**src/rtl/ex_mem_reg.sv**
```systemverilog
// ex_mem_reg: EX/MEM pipeline register with architectural NZCV flags, stall/flush and saturating perf counters
module ex_mem_reg #(
    parameter int DATA_W = 16,
    parameter int REG_AW = 3,
    parameter int CNT_W  = 8
) (
    input  logic              clk,
    input  logic              rst_n,
    input  logic              stall,
    input  logic              flush,
    input  logic              cnt_clr,
    input  logic              ex_valid,
    input  logic [DATA_W-1:0] ex_result,
    input  logic              ex_n,
    input  logic              ex_z,
    input  logic              ex_c,
    input  logic              ex_v,
    input  logic              ex_set_flags,
    input  logic [REG_AW-1:0] ex_rd,
    input  logic              ex_reg_wr,
    input  logic              ex_mem_rd,
    input  logic              ex_mem_wr,
    input  logic [DATA_W-1:0] ex_store_data,
    output logic              mem_valid,
    output logic [DATA_W-1:0] mem_result,
    output logic [REG_AW-1:0] mem_rd,
    output logic              mem_reg_wr,
    output logic              mem_mem_rd,
    output logic              mem_mem_wr,
    output logic [DATA_W-1:0] mem_store_data,
    output logic              flag_n,
    output logic              flag_z,
    output logic              flag_c,
    output logic              flag_v,
    output logic [CNT_W-1:0]  stall_cnt,
    output logic [CNT_W-1:0]  bubble_cnt
);
    logic load;
    logic stall_inc;
    logic bubble_inc;

    assign load       = !flush && !stall;
    assign stall_inc  = stall && !flush;
    assign bubble_inc = flush || (load && !ex_valid);

    always_ff @(posedge clk) begin
        if (!rst_n) begin
            mem_valid      <= 1'b0;
            mem_result     <= '0;
            mem_rd         <= '0;
            mem_reg_wr     <= 1'b0;
            mem_mem_rd     <= 1'b0;
            mem_mem_wr     <= 1'b0;
            mem_store_data <= '0;
            {flag_n, flag_z, flag_c, flag_v} <= 4'b0000;
            stall_cnt      <= '0;
            bubble_cnt     <= '0;
        end else begin
            if (flush) begin
                mem_valid  <= 1'b0;
                mem_reg_wr <= 1'b0;
                mem_mem_rd <= 1'b0;
                mem_mem_wr <= 1'b0;
            end else if (!stall) begin
                mem_valid      <= ex_valid;
                mem_result     <= ex_result;
                mem_rd         <= ex_rd;
                mem_store_data <= ex_store_data;
                mem_reg_wr     <= ex_reg_wr & ex_valid;
                mem_mem_rd     <= ex_mem_rd & ex_valid;
                mem_mem_wr     <= ex_mem_wr & ex_valid;
                if (ex_valid && ex_set_flags)
                    {flag_n, flag_z, flag_c, flag_v} <= {ex_n, ex_z, ex_c, ex_v};
            end
            // clear wins over increment; counters stick at all-ones
            if (cnt_clr) begin
                stall_cnt  <= '0;
                bubble_cnt <= '0;
            end else begin
                if (stall_inc && stall_cnt != '1)
                    stall_cnt <= stall_cnt + 1'b1;
                if (bubble_inc && bubble_cnt != '1)
                    bubble_cnt <= bubble_cnt + 1'b1;
            end
        end
    end
endmodule
```
**config.mk**
```make
export PLATFORM = sky130hd
export DESIGN_NAME = ex_mem_reg
export DESIGN_NICKNAME = d
export VERILOG_FILES = /design/src/rtl/ex_mem_reg.sv
export SDC_FILE = /design/constraint.sdc
export NUM_CORES = 1
export LEC_CHECK = 0
export BUFFER_PORTS_ARGS = -buffer_cell sky130_fd_sc_hd__buf_2
export CAP_MARGIN = 25
export CORE_MARGIN = 5
export CORE_UTILIZATION = 42
export CTS_CLUSTER_SIZE = 12
export DETAILED_ROUTE_END_ITERATION = 6
export PLACE_DENSITY_LB_ADDON = 0.05
export SETUP_SLACK_MARGIN = 0.2
export SLEW_MARGIN = 10
export SYNTH_ARGS = -nofsm -noshare
export SYNTH_HDL_FRONTEND = slang
export SYNTH_SLANG_ARGS = --single-unit
```
**constraint.sdc**
```tcl
create_clock -name clk -period 1.55 [get_ports clk]
set_input_delay 0.31 -clock clk [delete_from_list [all_inputs] [get_ports clk]]
set_output_delay 0.31 -clock clk [all_outputs]
set_load 0.02 [all_outputs]
```
==> flow_summary.ini <==
[synthesis]
synth_most_common_cell = sky130_fd_sc_hd__nand2_1
ys_warn_count = 0
synthXorXnorAreaFrac = 0.0146
synth-compound-area-share = 0.178
synth_area_leaders = sky130_fd_sc_hd__dfxtp_1 (49%), sky130_fd_sc_hd__nand2_1 (12%), sky130_fd_sc_hd__a21boi_0 (11%)
synth_top_cell_area_share = 0.493
dominant_combinational_cell_family_by_area_after_synthesis = simple AND/OR/NAND/NOR gates
synth_top_cells_by_count = sky130_fd_sc_hd__nand2_1 (74), sky130_fd_sc_hd__dfxtp_1 (59), sky130_fd_sc_hd__a21boi_0 (35), sky130_fd_sc_hd__nor2_1 (17), sky130_fd_sc_hd__clkbuf_1 (12)
syn-mean-instance-area_um2 = 8.71
yosys.area_share.simple = 0.238
synth_seq_area_share = 0.493
async_reset_ff_frac = 0
yosys.area_share.adder = 0.0104
synth.area.mux_share = 0.0334
syn-instance-count = 275
synth_top_flop_cell = sky130_fd_sc_hd__dfxtp_1
synth-edff-count = 0
netlist.top_cell.by_area = sky130_fd_sc_hd__dfxtp_1
postSynthRegisterBits = 59
synth_nets = 326
area_of_the_mapped_netlist_mm2 = 0.00239
synth.lib_cells_used.distinct = 38

[clock_network]
cts.path.max_buffers = 2
cts_num_sinks = 59
clkTransAtPathRegs_ns = 0.06
clock_tree.root_cell = sky130_fd_sc_hd__clkbuf_8
worst_skew_pair.late_latency_ns = 0.33
h_tree_depth_reported_by_cts = 3
tritoncts = built
cts_hold_buffers = 0
cts_inserted_buffers = 9

[worst_setup_path]
worst_r2r_startpoint = bubble_cnt[1]
worst_setup_path_end_kind = register
critical-path-top-delay-family = simple AND/OR/NAND/NOR gates
crit-reg2reg-capture = bubble_cnt[7]
highest_cell_delay_on_the_worst_timing_path_ns = 0.54
critical-path-slowest-cell = sky130_fd_sc_hd__or4_1
critical_path_depth = 4
ff2ff_path_depth = 4
critPathLaunchType = register
setup.reg_to_reg.worst_slack_ns = 0.17
timing.critical_path.arrival_ns = 1.60
critPathMaxFanout = 5
worst-path-buf-inv = 1
timing.critical_path.required_ns = 1.77
critical_path_class = reg2reg
critical_path.cell_chain = buf_6, nand4_4, or4_1, o211a_1

[global_route]
grt_first_pass_wirelength_um = 9670
grt_start_max_net_pins = 36
gr-usage-all-layers = 0.165
leftover_overflow_at_the_end_of_global_routing = 0
grt_antenna_before_repair = 0
grt_pass1_vias = 2111

[floorplanning]
fp.dieW_um = 85.5
rows = 27
die_h_um = 85.5
initial_standard_cell_utilization_of_the_core = 0.432
fp.coreArea_mm2 = 0.00554
die_area_mm2 = 0.00731
ioPinCount = 108

[placement]
place.detailed.hpwl_um = 4380
finalWeightedCongestion = 0.823
dp_cells = 449
io_buffer_count = 107

[worst_hold_path]
worst_min_delay_path_endpoint = mem_mem_wr
min_path_type = in2reg
source_of_the_worst_hold_timing_path = ex_mem_wr
hold-path-cell-count = 3

[route]
detail_route.wl_per_cell_um = 12.8
initialDrtViolationCount = 70
avgViaCountPerCell = 4.77
ant_nets = 0
residual_drc_count = 0
wirelength_um = 5980
via_count = 2237
detailedRoute.firstPassIterationCount = 4

[sta]
worst-slew-pin-transition_ns = 0.286
finalSetupViolCount = 0
tns_ns = 0
post-route-min-period_ns = 1.38
fmaxAchievable_mhz = 725
grt_setup_unrepaired = yes
slew_headroom = 0.809
finalMaxSlewViolations = 0
final_hold_viol_count = 0
final.period_utilization = 0.889
clock-skew-final_ns = 0.00318

[pwr]
vdd_ir_drop_max_uv = 699
pwr_density_cell_mw_per_mm2 = 1010
power.leakage_nw = 1.54

[finish]
layout.cells.non_filler = 469
layout.nets = 443
drive_gt1_frac = 0.375
areaGrowthSynthToFinish_pct = 38.3
num_antenna_cells = 0

[run_status]
status = completed

[run]
drv.max_cap_violation_count = 0
-- worst min-delay path, cell delays in order --
cell and delay [ns]:
sky130_fd_sc_hd__buf_2 0.07, sky130_fd_sc_hd__a22oi_1 0.05, sky130_fd_sc_hd__nor2_1 0.07
-- stage by stage --
step                      cell area [um2]  hold WS (ns)  total power [mW]  utilization  setup slack (ns)
after CTS                            3290         0.201              3.39        0.594             0.140
after detailed placement             3060         0.453              1.97        0.553            0.0660
final                                3310         0.208              3.35        0.598             0.171
after floorplan                      2420         0.454              1.82            -             0.105
after global placement               3060         0.447              1.97        0.553            0.0960
after global routing                 3310         0.211              3.50        0.598             0.137
-- layout make-up --
type	count	area (um2)
clock buffers	11	153
well taps	72	90.1
fillers	533	2230
repair buffers	121	661
flip-flops and latches	59	1190
inverters	3	11.3
clock inverters	5	50.0
multi-input cells	198	1150
-- power breakdown --
part           switching (mW)  internal [mW]  leakage [nW]  total (mW)
clock network           0.580          0.829         0.108        1.41
logic                   0.199          0.151         0.949       0.350
registers              0.0242           1.56         0.484        1.59
total                   0.803           2.54          1.54        3.35
-- sequential cells by signal, summed over array words and instances, names as in the netlist, 3 cells and up --
register / flops
mem_result: 16
bubble_cnt: 8
stall_cnt: 8
mem_store_data: 16
mem_rd: 3
-- placed cells by master (no fill, tap or decap), drive strengths merged, types with 2 or more instances in the layout --
cell type	count
and3	3
and2	3
clkbuf	11
a21boi	35
nor2b	5
o21ai	7
nor3	2
a22oi	3
clkinv	4
nor2	18
xor2	4
nand4	4
nand3	5
inv	3
o211ai	2
ha	2
nand2	74
or4	2
mux2i	8
buf	121
a21oi	6
dfxtp	59
nand2b	3
-- cells by family after synthesis --
| family | Yosys count |
|---|---|
| xor gates and xnor gates | 4 |
| AOI/OAI and AO/OA | 59 |
| and+or+nand+nor | 125 |
| DFF | 59 |
| buffers and inverters | 18 |
| adders and majority gates | 2 |
| muxes | 8 |
-- per-layer routing --
metal / GRT usage / wire (um)
met3: 0.0634 / 440
met1: 0.194 / 2590
met4: 0.0619 / 121
met2: 0.273 / 2830
met5: 0 / 0
-- timing repair --
action	CTS	global route
setup endpoints to repair	2	9
hold endpoints to repair	0	0
pin swaps	2	2
resized for setup	1	6
setup buffers	3	1
-- worst max-delay path by stage --
stage                        startpoint            end  slack [ns]
after detailed placement          stall  bubble_cnt[7]        0.07
after floorplan                   stall  bubble_cnt[7]        0.11
final                     bubble_cnt[1]  bubble_cnt[7]        0.17
after global placement         ex_valid  bubble_cnt[7]         0.1
after CTS                 bubble_cnt[0]  bubble_cnt[7]        0.14
after global routing      bubble_cnt[1]  bubble_cnt[7]        0.14
Power figures use the tool's default switching activity.
